**config.mk**
```make
export PLATFORM = sky130hd
export DESIGN_NAME = boot_loader_ctrl
export DESIGN_NICKNAME = d
export VERILOG_FILES = /design/src/rtl/boot_loader_ctrl.sv
export SDC_FILE = /design/constraint.sdc
export NUM_CORES = 1
export LEC_CHECK = 0
export ABC_AREA = 1
export CAP_MARGIN = 20
export CORE_MARGIN = 4
export CORE_UTILIZATION = 37
export CTS_CLUSTER_SIZE = 14
export DETAILED_ROUTE_END_ITERATION = 7
export PLACE_DENSITY_LB_ADDON = 0.05
export SLEW_MARGIN = 25
export SYNTH_ARGS = -nofsm -noshare
export SYNTH_HDL_FRONTEND = slang
export SYNTH_SLANG_ARGS = --single-unit
```
**constraint.sdc**
```tcl
create_clock -name clock -period 2 [get_ports clock]
set_input_delay 0.4 -clock clock [delete_from_list [all_inputs] [get_ports clock]]
set_output_delay 0.4 -clock clock [all_outputs]
set_load 0.01 [all_outputs]
```
**src/rtl/boot_loader_ctrl.sv**
```systemverilog
// Boot loader controller: streams instruction words into the instruction ROM while
// holding the core in reset, waits a settle period, then hands the ROM port to the core.
module boot_loader_ctrl #(
  parameter int ADDR_W        = 8,
  parameter int DATA_W        = 16,
  parameter int SETTLE_CYCLES = 3
) (
  input  logic              clock,
  input  logic              reset,
  input  logic              start,
  input  logic              ld_valid,
  output logic              ld_ready,
  input  logic [DATA_W-1:0] ld_data,
  input  logic              ld_last,
  output logic              cpu_reset,
  output logic              busy,
  output logic              done,
  output logic [ADDR_W:0]   word_count,
  input  logic [ADDR_W-1:0] cpu_rom_addr,
  input  logic              cpu_rom_we,
  input  logic              cpu_rom_re,
  input  logic [DATA_W-1:0] cpu_rom_din,
  output logic [ADDR_W-1:0] rom_addr,
  output logic              rom_we,
  output logic              rom_re,
  output logic [DATA_W-1:0] rom_din
);

  typedef enum logic [1:0] {
    S_IDLE   = 2'd0,
    S_LOAD   = 2'd1,
    S_SETTLE = 2'd2,
    S_RUN    = 2'd3
  } state_e;

  localparam int                 SET_W       = $clog2(SETTLE_CYCLES + 2);
  localparam logic [ADDR_W-1:0]  PTR_MAX     = '1;
  localparam logic [SET_W-1:0]   SETTLE_LAST = SET_W'(SETTLE_CYCLES - 1);

  state_e            state_q, state_d;
  logic [ADDR_W-1:0] ptr_q, ptr_d;
  logic [SET_W-1:0]  settle_q, settle_d;
  logic [ADDR_W:0]   count_q, count_d;

  // State, write pointer, settle counter and word count registers
  always_ff @(posedge clock) begin
    if (reset) begin
      state_q  <= S_IDLE;
      ptr_q    <= '0;
      settle_q <= '0;
      count_q  <= '0;
    end else begin
      state_q  <= state_d;
      ptr_q    <= ptr_d;
      settle_q <= settle_d;
      count_q  <= count_d;
    end
  end

  // Next-state logic; the top ROM address acts as an implicit last word
  always_comb begin
    state_d  = state_q;
    ptr_d    = ptr_q;
    settle_d = settle_q;
    count_d  = count_q;
    case (state_q)
      S_IDLE, S_RUN: begin
        if (start) begin
          state_d = S_LOAD;
          ptr_d   = '0;
          count_d = '0;
        end else begin
          state_d = state_q;
        end
      end
      S_LOAD: begin
        if (ld_valid) begin
          ptr_d   = ptr_q + ADDR_W'(1);
          count_d = count_q + (ADDR_W + 1)'(1);
          if (ld_last || (ptr_q == PTR_MAX)) begin
            settle_d = '0;
            if (SETTLE_CYCLES == 0) begin
              state_d = S_RUN;
            end else begin
              state_d = S_SETTLE;
            end
          end else begin
            state_d = S_LOAD;
          end
        end else begin
          state_d = S_LOAD;
        end
      end
      S_SETTLE: begin
        if (settle_q == SETTLE_LAST) begin
          state_d = S_RUN;
        end else begin
          settle_d = settle_q + SET_W'(1);
        end
      end
      default: state_d = S_IDLE;
    endcase
  end

  // Output decode from registered state; the core owns the ROM port only in RUN
  always_comb begin
    ld_ready  = 1'b0;
    cpu_reset = 1'b1;
    busy      = 1'b0;
    done      = 1'b0;
    rom_addr  = '0;
    rom_we    = 1'b0;
    rom_re    = 1'b0;
    rom_din   = '0;
    case (state_q)
      S_LOAD: begin
        ld_ready = 1'b1;
        busy     = 1'b1;
        if (ld_valid) begin
          rom_we   = 1'b1;
          rom_addr = ptr_q;
          rom_din  = ld_data;
        end else begin
          rom_we   = 1'b0;
        end
      end
      S_SETTLE: busy = 1'b1;
      S_RUN: begin
        cpu_reset = 1'b0;
        done      = 1'b1;
        rom_addr  = cpu_rom_addr;
        rom_we    = cpu_rom_we;
        rom_re    = cpu_rom_re;
        rom_din   = cpu_rom_din;
      end
      default: cpu_reset = 1'b1;
    endcase
  end

  assign word_count = count_q;

endmodule

```
* Yosys cells after proc, flatten, opt, wreduce, memory -nomap -nowiden
Index checks and enable logic that the tools add are counted.
** Word-level totals
- Flip-flop bits (word level) :: 22
- Latch bits :: 0
- Bits in writable memories :: 0
- Bits in read-only memories :: 0
- Bits of input ports :: 47
- Memories :: 0
** Cells by class
- $add $sub $neg :: 3
- $mul :: 0
- Divide/modulo/power cells :: 0
- Order comparisons :: 0
- Equal/unequal tests :: 10
- Shifts and indexed selects :: 0
- Mux-type cells :: 26
- Bitwise operators :: 0
- Reductions and logical operators :: 9
** Operators with widths (count)
- one-hot mux 16 bit (2 select lines) :: 1
- one-hot mux 8 bit (2 select lines) :: 2
- 2-to-1 mux 8 bit :: 3
- 2-to-1 mux 9 bit :: 2
- one-hot mux 9 bit (2 select lines) :: 1
- 2-to-1 mux 16 bit :: 1
- inequality test 2 bit (second input constant) :: 5
- adder 9 x 1 -> 9 bit (second input constant) :: 1
- 2-to-1 mux 3 bit :: 3
- adder 8 x 1 -> 8 bit (second input constant) :: 1
- == test 8 bit (second input constant) :: 1
- 2-to-1 mux 2 bit :: 4
- 2-to-1 mux 1 bit :: 6
- one-hot mux 2 bit (3 select lines) :: 1
- one-hot mux 3 bit (2 select lines) :: 1
- == test 2 bit (second input constant) :: 2
- AND reduction 4 bit :: 1
- nonzero test 2 bit :: 2
- OR reduction 2 bit :: 2
- adder 3 x 1 -> 3 bit (second input constant) :: 1
- == test 3 x 2 -> 1 bit (second input constant) :: 1
- AND reduction 3 bit :: 1
- == test 2 x 1 -> 1 bit (second input constant) :: 1
- logical NOT 2 bit :: 1
- 3 further kinds :: 3

* Depth between registers and ports, before layout
Gate-level depths: netlist of the first run.
- Depth after elaboration :: 5
- Depth in mapped cells :: 11
- Gate-level depth less buffers :: 11

* Worst setup path before layout of the first run
No wires, ideal clock.
- Kind :: reg-to-output
- Start :: register state_q[1]
- End :: output rom_addr[1]
- Arrival time :: 1.335 ns
- Data required time :: 1.600 ns
- Path slack :: 0.265 ns
- Cell stages (with the launch flop) :: 5
- Buffers on the path :: 2
- Path through :: dfxtp_1 > ha_1 > clkbuf_1 > clkbuf_1 > a32o_1
** On the way
- Longest elaborated chain between the ends :: 2
** RTL lines
- start, declared :: line 40 : state_e state_q, state_d;
- start signal, assigned :: line 53 : state_q <= state_d;
- == test 2 bit or == test 2 x 1 -> 1 bit (tied branches) :: line 115 : case (state_q)
- one-hot mux 8 bit (2 select lines) * :: line 115
- end, declared :: line 23 : output logic [ADDR_W-1:0] rom_addr,
Every way passes the cells marked *; elsewhere a longest branch is shown, timed or not.

* Worst setup path in the final report of the first run
- Start :: register state_q[0]
- End :: output rom_din[9]
** On the way
- Longest elaborated chain between the ends :: 2
** RTL lines
- == test 2 bit or == test 2 x 1 -> 1 bit (tied branches) :: line 115
- one-hot mux 16 bit (2 select lines) * :: line 115
- end, declared :: line 26 : output logic [DATA_W-1:0] rom_din
Marks and branches as above.

==> metrics.txt, run 1 <==
# TYPE chip_impl_metric gauge
chip_impl_info{name="run_status",value="completed"} 1
chip_impl_info{name="top_cells_by_count_synth",value="45 x nand2_1, 24 x inv_1, 22 x dfxtp_1, 20 x a32o_1, 18 x a21oi_1"} 1
chip_impl_metric{name="clock_tree.htree_level_count",unit=""} 1
chip_impl_metric{name="global_route_wire_length_before_repair",unit="µm"} 8330
chip_impl_metric{name="fp.dieW",unit="µm"} 70.6
chip_impl_metric{name="clock.fmax",unit="GHz"} 0.514
chip_impl_metric{name="antenna_violating_nets_post_route",unit=""} 0
chip_impl_metric{name="cellPowerDensity",unit="nW/µm²"} 524
chip_impl_metric{name="synthDominantCellAreaShare",unit="%"} 30.3
chip_impl_metric{name="wl_per_cell",unit="µm"} 14.2
chip_impl_metric{name="synth_area_per_cell",unit="µm²"} 7.01
chip_impl_info{name="worstSetupStartpointType",value="flop"} 1
chip_impl_metric{name="power.leakage",unit="µW"} 0.00108
chip_impl_metric{name="syn-cell-area",unit="µm²"} 1450
chip_impl_metric{name="die_h",unit="µm"} 70.6
chip_impl_metric{name="number_of_fill_cells",unit=""} 350
chip_impl_metric{name="maxCapViolCount",unit=""} 0
chip_impl_metric{name="finClkSkew",unit="ns"} 0.00273
chip_impl_metric{name="ys_async_sr_fraction",unit="%"} 0
chip_impl_metric{name="grt_antenna_before_repair",unit=""} 0
chip_impl_metric{name="cts_sinks",unit=""} 22
chip_impl_metric{name="final-setup-viol-count",unit=""} 0
chip_impl_metric{name="tightest_slew",unit="ns"} 0.369
chip_impl_metric{name="detail_route.iter0.violations",unit=""} 48
chip_impl_metric{name="final_min_period_over_clock_period",unit="%"} 97.3
chip_impl_metric{name="post_cts.repair.setup_buffers",unit=""} 0
chip_impl_metric{name="postSynthCellCount",unit=""} 207
chip_impl_metric{name="layout-drive-gt1-share",unit="%"} 16.7
chip_impl_metric{name="hold_viol",unit=""} 0
chip_impl_metric{name="p_total",unit="µW"} 1320
chip_impl_info{name="critPathKind",value="flop to output port"} 1
chip_impl_metric{name="final_nets",unit=""} 361
chip_impl_info{name="worst_hold_path_type",value="flop to flop"} 1
chip_impl_metric{name="globalplace.congestion",unit=""} 0.903
chip_impl_metric{name="die_footprint",unit="µm²"} 4990
chip_impl_metric{name="core_region_area",unit="µm²"} 3720
chip_impl_metric{name="finalNonFillerCells",unit=""} 354
chip_impl_metric{name="arrival",unit="ns"} 1.55
chip_impl_metric{name="power.ir.vdd_worst",unit="mV"} 0.517
chip_impl_metric{name="drcViolationCount",unit=""} 0
chip_impl_metric{name="mappedNetlistNets",unit=""} 261
chip_impl_info{name="ctsRootBufferMaster",value="clkbuf_8"} 1
chip_impl_metric{name="std_cell_rows",unit=""} 22
chip_impl_metric{name="antenna-diode-count",unit=""} 0
chip_impl_metric{name="via_per_inst",unit=""} 4.97
chip_impl_info{name="synthTopCellsByArea",value="dfxtp_1 30%, a32o_1 14%, nand2_1 12%"} 1
chip_impl_metric{name="worstSkewPairLatency",unit="ns"} 0.26
chip_impl_metric{name="floorplan.initialDensity",unit="%"} 39.1
chip_impl_metric{name="firstDrtPassIters",unit=""} 4
chip_impl_metric{name="number_of_placed_instances_with_taps_included",unit=""} 349
chip_impl_info{name="tritoncts_clock_tree",value="done"} 1
chip_impl_metric{name="port_buffers",unit=""} 85
chip_impl_metric{name="total_area_of_multi_input_combinational_cells",unit="µm²"} 890
chip_impl_info{name="endpoint_type_of_the_worst_setup_path",value="output port"} 1
chip_impl_info{name="synth_largest_area_cell",value="dfxtp_1"} 1
chip_impl_info{name="synthFlopType",value="dfxtp_1"} 1
chip_impl_metric{name="boundaryPins",unit=""} 86
chip_impl_metric{name="synth_warnings",unit=""} 0
chip_impl_metric{name="totalWireLength",unit="µm"} 5030
chip_impl_metric{name="period_minus_slack",unit="ns"} 1.95
chip_impl_metric{name="grt_max_degree",unit=""} 15
chip_impl_metric{name="timing.max_slew.rel_slack",unit="%"} 75.4
chip_impl_metric{name="max_fo_critical_path",unit=""} 14
chip_impl_metric{name="cts.reportedPaths.clkPinSlew",unit="ns"} 0.08
chip_impl_info{name="synth_most_common_cell",value="nand2_1"} 1
chip_impl_metric{name="number_of_global_route_vias_before_repair",unit=""} 1707
chip_impl_metric{name="route.vias.total",unit=""} 1761
chip_impl_metric{name="cts_buffer_depth",unit=""} 2
chip_impl_metric{name="final_count_of_pins_violating_max_slew",unit=""} 0
chip_impl_metric{name="synth_cell_types",unit=""} 26
chip_impl_metric{name="grt-ovfl-total",unit=""} 0
chip_impl_metric{name="grt_use_total",unit="%"} 20.2
chip_impl_metric{name="synth_seq_cells",unit=""} 22
chip_impl_metric{name="layout-area-overhead-vs-synth",unit="%"} 73.7
chip_impl_metric{name="synth_edf_count",unit=""} 0
chip_impl_metric{name="regArea",unit="µm²"} 445
chip_impl_metric{name="yosysSeqAreaShare",unit="%"} 30.3
chip_impl_metric{name="worst_ep_required_time",unit="ns"} 1.60
chip_impl_metric{name="placed_wire_length_estimate",unit="µm"} 3910
chip_impl_metric{name="tritoncts.num_buffers",unit=""} 3
sequential cells by signal, summed over array words and instances (netlist names):
name and count:
word_count 9, ptr_q 8, settle_q 3, state_q 2
cell families after synthesis:
family | count (synthesis) | share of synthesized area (%)
AOI/OAI and AO/OA | 55 | 27.1
xor gates and xnor gates | 1 | 0.604
adders and majority gates | 7 | 6.03
buffers and inverters | 36 | 10.1
DFF | 22 | 30.3
and+or+nand+nor | 86 | 25.9
per-stage QoR:
step                      utilization, %  instance area [µm²]  hold WS [ns]  worst slack [ns]  TNS (ns)
after floorplan                        -                 1450         0.449             0.265         0
after global placement              66.4                 2470         0.473            -0.271     -6.15
after detailed placement            66.4                 2470         0.483            -0.288     -6.36
after CTS                           69.3                 2570         0.488           -0.0119   -0.0119
after global routing                67.8                 2520         0.517          -0.00122  -0.00122
final                               67.8                 2520         0.488            0.0532         0
metal layers:
layer  wire length [µm]  GRT usage, %  share of wire [%]  vias up
li1                   -             -                  -      910
met1               2410          28.1                 48      777
met2               2190          32.5                 43       70
met3                391          4.83                7.8        4
met4                 40          2.92               0.80        0
met5                  0             0                  0        -
critical path, stage by stage, from the launching register on:
cell	delay (ns)
dfxtp_2	0.34
buf_4	0.14
ha_4	0.17
buf_12	0.14
a32o_1	0.20
dlygate4sd2_1	0.29
where the power goes:
group	total, µW	switching [µW]	internal, µW	leakage [µW]
registers	467	13.6	454	0.000179
logic	444	212	231	0.000870
clock network	411	144	267	0.0000357
total	1320	370	952	0.00108
what timing repair did:
action | CTS | global route
pin swaps | 0 | 0
endpoints found under the hold margin | 0 | 0
hold buffers | 0 | 0
endpoints found under the setup margin | 30 | 19
gates resized for setup | 59 | 17
cloned | 1 | 0
path summary, 6_finish.rpt:
kind                            from               endpoint  slack, ns  cells past startpoint
max reg2reg  state_q[0]$_SDFFE_PP0P_  ptr_q[0]$_SDFFE_PP0P_       0.18                      9
min reg2reg    ptr_q[3]$_SDFFE_PP0P_  ptr_q[4]$_SDFFE_PP0P_       0.49                      2
min            ptr_q[3]$_SDFFE_PP0P_  ptr_q[4]$_SDFFE_PP0P_       0.49                      2
max          state_q[0]$_SDFFE_PP0P_             rom_din[9]       0.05                      5
cells in the final DEF, fill, tap and decap left out, types with 15 or more instances in the layout:
master and instances:
clkdlybuf4s50_1 54, nand2_1 45, inv_1 24, a32o_1 20, dfxtp_1 20, a21oi_1 18
nor2_1 17, buf_4 17, dlygate4sd2_1 16, nand3_1 15
final cells by class:
class | instances | share of cell area (%)
inverter | 26 | 3.87
clock inverter | 1 | 1.19
sequential | 22 | 17.7
tap | 48 | 2.38
multi-input combinational | 149 | 35.3
clock buffer | 3 | 1.64
timing repair buffer | 105 | 38.0
(Power assumes the default switching activity.)
==> inputs of run 2 (changes only) <==
--- a/config.mk
+++ b/config.mk
@@ -7,6 +7,7 @@
 export LEC_CHECK = 0
 export ABC_AREA = 1
 export CAP_MARGIN = 20
+export CORE_ASPECT_RATIO = 0.9
 export CORE_MARGIN = 4
 export CORE_UTILIZATION = 37
 export CTS_CLUSTER_SIZE = 14
==> run 2 against run 1 <==
Compared with the run above: clock skew about the same; via count shrank 1.8%; design area is 0.40% lower; hold slack got worse by 0.0044 ns; core utilization decreased by 1.0 points; sequential share of layout area up 0.070 points; register-to-register slack gained 0.13 ns; fmax increased by 0.41%; largest power group unchanged; highest routed layer unchanged.
==> metrics.txt, run 2 (synthesis gave the netlist of run 1 again) <==
# TYPE chip_impl_metric gauge
chip_impl_metric{name="final_count_of_pins_violating_max_slew",unit=""} 0
chip_impl_metric{name="cellInternalPower",unit="µW"} 949
chip_impl_metric{name="number_of_fill_cells",unit=""} 365
chip_impl_metric{name="cts.reportedPaths.clkPinSlew",unit="ns"} 0.08
chip_impl_metric{name="max_fo_critical_path",unit=""} 15
chip_impl_metric{name="placed_wire_length_estimate",unit="µm"} 3870
chip_impl_metric{name="worstSkewPairLatency",unit="ns"} 0.27
chip_impl_metric{name="antenna_violating_nets_post_route",unit=""} 0
chip_impl_metric{name="combPwrFrac",unit="%"} 32.6
chip_impl_metric{name="drcViolationCount",unit=""} 0
chip_impl_metric{name="clock_tree.htree_level_count",unit=""} 1
chip_impl_metric{name="tritoncts.num_buffers",unit=""} 3
chip_impl_metric{name="sequential_share_of_power",unit="%"} 35.4
chip_impl_metric{name="crit_buf_inv",unit=""} 3
chip_impl_metric{name="global_route_wire_length_before_repair",unit="µm"} 7390
chip_impl_metric{name="worstSetupPathDepth",unit=""} 5
chip_impl_info{name="critPathKind",value="flop to output port"} 1
chip_impl_metric{name="switchingPower",unit="µW"} 371
chip_impl_metric{name="die_h",unit="µm"} 67.4
chip_impl_metric{name="cts_sinks",unit=""} 22
chip_impl_info{name="worstSetupStartpointType",value="flop"} 1
chip_impl_metric{name="final_setup_slack_of_the_worst_path",unit="ns"} 0.0611
chip_impl_metric{name="cts_buffer_depth",unit=""} 2
chip_impl_metric{name="number_of_global_route_vias_before_repair",unit=""} 1580
chip_impl_metric{name="grt_use_total",unit="%"} 18.8
chip_impl_metric{name="core_region_area",unit="µm²"} 3760
chip_impl_metric{name="floorplan.initialDensity",unit="%"} 38.6
chip_impl_metric{name="grt-ovfl-total",unit=""} 0
chip_impl_metric{name="clock.fmax",unit="GHz"} 0.516
chip_impl_info{name="leading_cell_type_in_the_layout_fill_and_taps_excluded",value="clkdlybuf4s50_1"} 1
chip_impl_metric{name="largest_register_ffs",unit=""} 9
chip_impl_info{name="tritoncts_clock_tree",value="done"} 1
chip_impl_info{name="timing.critical_path.cells",value="inv_1, ha_4, buf_8, a32o_1, dlygate4sd2_1"} 1
chip_impl_metric{name="tightest_slew",unit="ns"} 0.365
chip_impl_metric{name="utilization",unit="%"} 66.8
chip_impl_metric{name="globalplace.congestion",unit=""} 0.788
chip_impl_metric{name="grt_max_degree",unit=""} 29
chip_impl_metric{name="p_total",unit="µW"} 1320
chip_impl_metric{name="power.share.switching",unit="%"} 28.1
chip_impl_metric{name="std_cell_rows",unit=""} 21
chip_impl_metric{name="final.hold.worst_slack",unit="ns"} 0.483
chip_impl_metric{name="grt_antenna_before_repair",unit=""} 0
chip_impl_metric{name="boundaryPins",unit=""} 86
chip_impl_info{name="layout_common_cells",value="54 x clkdlybuf4s50_1, 45 x nand2_1, 24 x inv_1, 20 x a32o_1, 20 x dfxtp_1"} 1
chip_impl_metric{name="final_nets",unit=""} 354
chip_impl_metric{name="fp.dieW",unit="µm"} 74.0
chip_impl_metric{name="power.ir.vdd_worst",unit="mV"} 0.450
chip_impl_metric{name="via_per_inst",unit=""} 5.01
chip_impl_metric{name="layout-drive-gt1-share",unit="%"} 10.0
chip_impl_metric{name="detail_route.iter0.violations",unit=""} 62
chip_impl_metric{name="power.leakage",unit="µW"} 0.00105
chip_impl_metric{name="fin_setup_tns",unit="ns"} 0
chip_impl_metric{name="dpl_worst_slack",unit="ns"} -0.257
chip_impl_metric{name="finClkSkew",unit="ns"} 0.00252
chip_impl_metric{name="arrival",unit="ns"} 1.54
chip_impl_metric{name="final_min_period_over_clock_period",unit="%"} 96.9
chip_impl_metric{name="route.vias.total",unit=""} 1730
chip_impl_metric{name="port_buffers",unit=""} 85
chip_impl_metric{name="maxCapViolCount",unit=""} 0
chip_impl_metric{name="max_stage_delay",unit="ns"} 0.37
chip_impl_info{name="worst_hold_path_type",value="flop to flop"} 1
chip_impl_metric{name="timing.max_slew.rel_slack",unit="%"} 75.7
chip_impl_metric{name="totalWireLength",unit="µm"} 4840
chip_impl_info{name="run_status",value="completed"} 1
chip_impl_info{name="ctsRootBufferMaster",value="clkbuf_8"} 1
chip_impl_metric{name="cellPowerDensity",unit="nW/µm²"} 526
chip_impl_metric{name="wl_per_cell",unit="µm"} 14.0
chip_impl_metric{name="antenna-diode-count",unit=""} 0
chip_impl_metric{name="clockPowerShare",unit="%"} 31.9
chip_impl_metric{name="hold_viol",unit=""} 0
chip_impl_info{name="path_delay_family",value="buffers and inverters"} 1
chip_impl_metric{name="r2r_cells",unit=""} 9
chip_impl_metric{name="hold_depth",unit=""} 2
chip_impl_info{name="worst_path_slowest_cell",value="dfxtp_4"} 1
chip_impl_metric{name="cts_hold_buf",unit=""} 0
chip_impl_info{name="endpoint_type_of_the_worst_setup_path",value="output port"} 1
chip_impl_metric{name="reg2reg_slack",unit="ns"} 0.31
chip_impl_metric{name="die_footprint",unit="µm²"} 4990
chip_impl_metric{name="final-setup-viol-count",unit=""} 0
chip_impl_metric{name="firstDrtPassIters",unit=""} 4
chip_impl_metric{name="layout-area-overhead-vs-synth",unit="%"} 73.0
chip_impl_metric{name="period_minus_slack",unit="ns"} 1.94
chip_impl_metric{name="worst_ep_required_time",unit="ns"} 1.60
## run 2: path summary, 6_finish.rpt
| kind | start | end |
|---|---|---|
| worst max-delay path | state_q[1]$_SDFFE_PP0P_ | rom_din[8] |
| worst min-delay path | ptr_q[4]$_SDFFE_PP0P_ | ptr_q[4]$_SDFFE_PP0P_ |
| worst max register to register | state_q[0]$_SDFFE_PP0P_ | word_count[5]$_SDFFE_PP0P_ |
| worst min register to register | ptr_q[4]$_SDFFE_PP0P_ | ptr_q[4]$_SDFFE_PP0P_ |
## run 2: worst register-to-register path, stage by stage (launching register included)
cell,delay (ns)
dfxtp_2,0.38
inv_1,0.07
ha_1,0.33
inv_2,0.08
or2_4,0.26
nand3_1,0.13
buf_4,0.13
nor2_1,0.03
o21ai_0,0.14
nor2_1,0.05
## run 2: metrics by stage
step / area [µm²] / std cells
2_1_floorplan: 1450 / 207
3_3_place_gp: 2420 / 341
3_5_place_dp: 2420 / 341
4_1_cts: 2480 / 345
5_1_grt: 2510 / 345
6_report: 2510 / 345
## run 2: final cells by class
| class | instances | area, µm² | share of cell area, % |
|---|---|---|---|
| clock buffer | 3 | 41.3 | 1.64 |
| sequential | 22 | 445 | 17.7 |
| timing repair buffer | 98 | 962 | 38.3 |
| multi-input combinational | 149 | 877 | 34.9 |
| tap | 46 | 57.6 | 2.29 |
| clock inverter | 1 | 30.0 | 1.20 |
| inverter | 26 | 97.6 | 3.89 |
## run 2: power groups by stage
stage	combinational, µW	clock [µW]	sequential, µW
6_report	431	422	467
5_1_grt	470	442	470
4_1_cts	430	426	469
3_5_place_dp	435	0	477
3_3_place_gp	433	0	476
2_1_floorplan	212	0	476
## run 2: metal layers
layer  track usage (%)  part of all wire [%]  vias up
met3              4.61                    11        4
li1                  -                     -      896
met1              25.7                    47      766
met4              4.07                  0.66        0
met2              30.0                    42       64
met5                 0                     0        -
## run 2: repair_timing
item	in CTS	in global routing
pin swaps	0	0
setup buffers	0	0
gates resized for setup	38	17
endpoints found under the setup margin	30	20
==> inputs of run 3 (changes only) <==
--- a/config.mk
+++ b/config.mk
@@ -5,13 +5,13 @@
 export SDC_FILE = /design/constraint.sdc
 export NUM_CORES = 1
 export LEC_CHECK = 0
-export ABC_AREA = 1
 export CAP_MARGIN = 20
 export CORE_ASPECT_RATIO = 0.9
 export CORE_MARGIN = 4
 export CORE_UTILIZATION = 37
 export CTS_CLUSTER_SIZE = 14
 export DETAILED_ROUTE_END_ITERATION = 7
+export HOLD_SLACK_MARGIN = 0.05
 export PLACE_DENSITY_LB_ADDON = 0.05
 export SLEW_MARGIN = 25
 export SYNTH_ARGS = -nofsm -noshare
==> run 3 against run 2 <==
Compared with the run above: largest cell class is now multi-input combinational cells; non-clock buffer count stayed put; largest power group unchanged; flip-flop and latch count stayed put; fmax up 0.15%; clock power about the same; synthesized cell count is 18% lower; total power shrank 3.9%; first-iteration DRC count up 3.2%; via count down 6.5%; area after synthesis fell by 0.17%.
==> metrics.txt, run 3 <==
# TYPE chip_impl_metric gauge
chip_impl_info{name="run_status",value="completed"} 1
chip_impl_metric{name="final_count_of_pins_violating_max_slew",unit=""} 0
chip_impl_info{name="tritoncts_clock_tree",value="done"} 1
chip_impl_metric{name="utilization",unit="%"} 64.7
chip_impl_metric{name="mappedNetlistNets",unit=""} 223
chip_impl_metric{name="ys_async_sr_fraction",unit="%"} 0
chip_impl_metric{name="cts_hold_buf",unit=""} 0
chip_impl_metric{name="maxCapViolCount",unit=""} 0
chip_impl_info{name="layout_common_cells",value="54 x clkdlybuf4s50_1, 24 x a22o_1, 20 x dfxtp_1, 14 x nand2_1"} 1
chip_impl_metric{name="final-setup-viol-count",unit=""} 0
chip_impl_metric{name="die_h",unit="µm"} 67.4
chip_impl_metric{name="tightest_slew",unit="ns"} 0.521
chip_impl_metric{name="core_region_area",unit="µm²"} 3760
chip_impl_metric{name="totalWireLength",unit="µm"} 4990
chip_impl_metric{name="grt-ovfl-total",unit=""} 0
chip_impl_metric{name="cts_sinks",unit=""} 22
chip_impl_metric{name="dpl_cell_area",unit="µm²"} 2430
chip_impl_metric{name="reg2reg_slack",unit="ns"} 0.20
chip_impl_metric{name="antenna-diode-count",unit=""} 0
chip_impl_metric{name="final_cell_area",unit="µm²"} 2430
chip_impl_info{name="worst_hold_path_type",value="flop to flop"} 1
chip_impl_metric{name="floorplan.initialDensity",unit="%"} 38.6
chip_impl_metric{name="cts.reportedPaths.clkPinSlew",unit="ns"} 0.09
chip_impl_info{name="worstSetupStartpointType",value="flop"} 1
chip_impl_info{name="timing.critical_path.cells",value="inv_1, ha_2, and2_4, buf_12, a22o_1, clkdlybuf4s15_1"} 1
chip_impl_info{name="top_cells_by_count_synth",value="24 x a22o_1, 22 x dfxtp_1, 14 x nand2_1, 13 x nor2_1, 8 x inv_1"} 1
chip_impl_metric{name="hold_viol",unit=""} 0
chip_impl_metric{name="grt_antenna_before_repair",unit=""} 0
chip_impl_metric{name="number_of_fill_cells",unit=""} 357
chip_impl_metric{name="final.hold.worst_slack",unit="ns"} 0.484
chip_impl_metric{name="layout-area-overhead-vs-synth",unit="%"} 67.8
chip_impl_metric{name="tritoncts.num_buffers",unit=""} 3
chip_impl_metric{name="yosysSeqAreaShare",unit="%"} 30.4
chip_impl_metric{name="std_cell_rows",unit=""} 21
chip_impl_metric{name="syn-cell-area",unit="µm²"} 1450
chip_impl_info{name="rsz_0062_raised_after_global_routing",value="no"} 1
chip_impl_metric{name="period_minus_slack",unit="ns"} 1.94
chip_impl_info{name="worst_path_slowest_cell",value="dfxtp_2"} 1
chip_impl_metric{name="cts_buffer_depth",unit=""} 2
chip_impl_metric{name="clock_tree.htree_level_count",unit=""} 1
chip_impl_metric{name="largest_register_ffs",unit=""} 9
chip_impl_metric{name="synth_edf_count",unit=""} 0
chip_impl_metric{name="finClkSkew",unit="ns"} 0.00660
chip_impl_metric{name="postSynthCellCount",unit=""} 169
chip_impl_info{name="regToRegEndpoint",value="ptr_q[4]$_SDFFE_PP0P_"} 1
chip_impl_info{name="r2r_start",value="state_q[1]$_SDFFE_PP0P_"} 1
chip_impl_info{name="critPathKind",value="flop to output port"} 1
chip_impl_metric{name="timing.max_slew.rel_slack",unit="%"} 64.9
chip_impl_metric{name="number_of_global_route_vias_before_repair",unit=""} 1565
chip_impl_metric{name="power.ir.vdd_worst",unit="mV"} 0.367
chip_impl_metric{name="worstSkewPairLatency",unit="ns"} 0.27
chip_impl_metric{name="via_per_inst",unit=""} 5.25
chip_impl_metric{name="placed_wire_length_estimate",unit="µm"} 3800
chip_impl_metric{name="antenna_violating_nets_post_route",unit=""} 0
chip_impl_metric{name="cellPowerDensity",unit="nW/µm²"} 522
chip_impl_metric{name="grt_max_degree",unit=""} 29
chip_impl_metric{name="max_fo_critical_path",unit=""} 14
chip_impl_metric{name="arrival",unit="ns"} 1.54
chip_impl_metric{name="clock.fmax",unit="GHz"} 0.517
chip_impl_metric{name="globalplace.congestion",unit=""} 0.764
chip_impl_metric{name="synth_cell_types",unit=""} 41
chip_impl_info{name="synth_largest_area_cell",value="dfxtp_1"} 1
chip_impl_info{name="endpoint_type_of_the_worst_setup_path",value="output port"} 1
chip_impl_info{name="synth_most_common_cell",value="a22o_1"} 1
chip_impl_metric{name="post_cts.repair.setup_buffers",unit=""} 0
chip_impl_info{name="worst_setup_path_endpoint",value="rom_addr[5]"} 1
chip_impl_metric{name="synth_warnings",unit=""} 0
chip_impl_metric{name="die_footprint",unit="µm²"} 4980
chip_impl_metric{name="synth_area_per_cell",unit="µm²"} 8.57
chip_impl_metric{name="wl_per_cell",unit="µm"} 16.2
chip_impl_metric{name="synthDominantCellAreaShare",unit="%"} 30.4
chip_impl_metric{name="fp.dieW",unit="µm"} 74.0
chip_impl_info{name="synthTopCellsByArea",value="dfxtp_1 30%, a22o_1 15%, ha_1 6.0%"} 1
chip_impl_metric{name="layout-drive-gt1-share",unit="%"} 19.8
chip_impl_metric{name="global_route_wire_length_before_repair",unit="µm"} 7690
chip_impl_metric{name="final_min_period_over_clock_period",unit="%"} 96.8
chip_impl_info{name="synthFlopType",value="dfxtp_1"} 1
chip_impl_metric{name="firstDrtPassIters",unit=""} 4
chip_impl_metric{name="drcViolationCount",unit=""} 0
chip_impl_metric{name="synth_seq_cells",unit=""} 22
chip_impl_metric{name="grt_use_total",unit="%"} 20.0
chip_impl_metric{name="worst_ep_required_time",unit="ns"} 1.60
chip_impl_metric{name="detail_route.iter0.violations",unit=""} 64
chip_impl_metric{name="port_buffers",unit=""} 85
chip_impl_metric{name="r2r_cells",unit=""} 7
chip_impl_metric{name="final_nets",unit=""} 317
chip_impl_metric{name="boundaryPins",unit=""} 86
chip_impl_info{name="cp-startpoint",value="state_q[1]$_SDFFE_PP0P_"} 1
chip_impl_metric{name="route.vias.total",unit=""} 1618
chip_impl_info{name="ctsRootBufferMaster",value="clkbuf_8"} 1
chip_impl_metric{name="max_stage_delay",unit="ns"} 0.33
chip_impl_info{name="leading_cell_type_in_the_layout_fill_and_taps_excluded",value="clkdlybuf4s50_1"} 1
chip_impl_metric{name="power.leakage",unit="µW"} 0.00103
==> run 3: changes by cell type after synthesis, moves of 7 or more <==
cell	change
nand3_1	-12
inv_1	-16
a32o_1	-19
a22o_1	+24
nand2_1	-31
o21ai_0	-7
a21oi_1	-11
==> run 3: how the worst min path moves through the flow <==
| stage | start | endpoint | slack, ns | cells after the start |
|---|---|---|---|---|
| 4_1_cts | word_count[8]$_SDFFE_PP0P_ | word_count[8]$_SDFFE_PP0P_ | 0.49 | 2 |
| 3_3_place_gp | word_count[8]$_SDFFE_PP0P_ | word_count[8]$_SDFFE_PP0P_ | 0.46 | 2 |
| 2_1_floorplan | settle_q[2]$_SDFFE_PP0P_ | settle_q[2]$_SDFFE_PP0P_ | 0.45 | 2 |
| 6_report | word_count[8]$_SDFFE_PP0P_ | word_count[8]$_SDFFE_PP0P_ | 0.48 | 2 |
| 3_5_place_dp | word_count[8]$_SDFFE_PP0P_ | word_count[8]$_SDFFE_PP0P_ | 0.48 | 2 |
| 5_1_grt | word_count[8]$_SDFFE_PP0P_ | word_count[8]$_SDFFE_PP0P_ | 0.52 | 2 |
==> run 3: critical path, delay by kind of cell (launching register included) <==
kind / cells / cell delay [ns]
adders and majority gates: 1 / 0.17
buffers and inverters: 3 / 0.43
DFF: 1 / 0.33
and+or+nand+nor: 1 / 0.17
AOI/OAI and AO/OA: 1 / 0.17
==> run 3: metal layers <==
| layer | vias to the layer above | track usage, % | routed length [µm] |
|---|---|---|---|
| li1 | 825 | - | - |
| met2 | 61 | 33.3 | 2270 |
| met3 | 7 | 4.32 | 426 |
| met1 | 725 | 25.5 | 2220 |
| met5 | - | 0 | 0 |
| met4 | 0 | 6.56 | 70 |
==> run 3: logic make-up (layout without fill, tap and decap cells) <==
group,count (synthesis),after routing,synth area share (%)
and+or+nand+nor,63,63,24.8
AOI/OAI and AO/OA,48,48,25.9
DFF,22,22,30.4
buffers and inverters,17,110,5.01
xor gates and xnor gates,9,9,5.44
adders and majority gates,7,7,6.04
muxes,3,3,2.42
==> run 3: cell type report <==
cell class              instances  area, µm²  area share [%]
clock buffers                   3       41.3            1.70
repair buffers                 98        873            35.9
multi-input cells             130        956            39.3
inverters                       8       30.0            1.24
well taps                      46       57.6            2.37
flip-flops and latches         22        443            18.2
clock inverters                 1       30.0            1.24
==> run 3: stage by stage <==
stage / worst slack, ns / TNS [ns] / total power [µW] / cells
global route: 0.00175 / 0 / 1330 / 308
finish: 0.0641 / 0 / 1270 / 308
detailed placement: -0.315 / -7.28 / 854 / 303
global placement: -0.314 / -7.31 / 853 / 303
CTS: 0.00903 / 0 / 1280 / 308
floorplan: 0.0927 / 0 / 638 / 169
==> run 3: what timing repair did <==
item,in CTS,in global routing
cloned,1,0
pin swaps,1,0
gates resized for setup,83,17
setup endpoints to repair,29,26
==> run 3: power breakdown <==
| part | leakage [µW] | internal (µW) | switching [µW] |
|---|---|---|---|
| combinational | 0.000813 | 212 | 172 |
| clock | 0.0000357 | 268 | 155 |
| sequential | 0.000178 | 449 | 13.1 |
| total | 0.00103 | 929 | 340 |
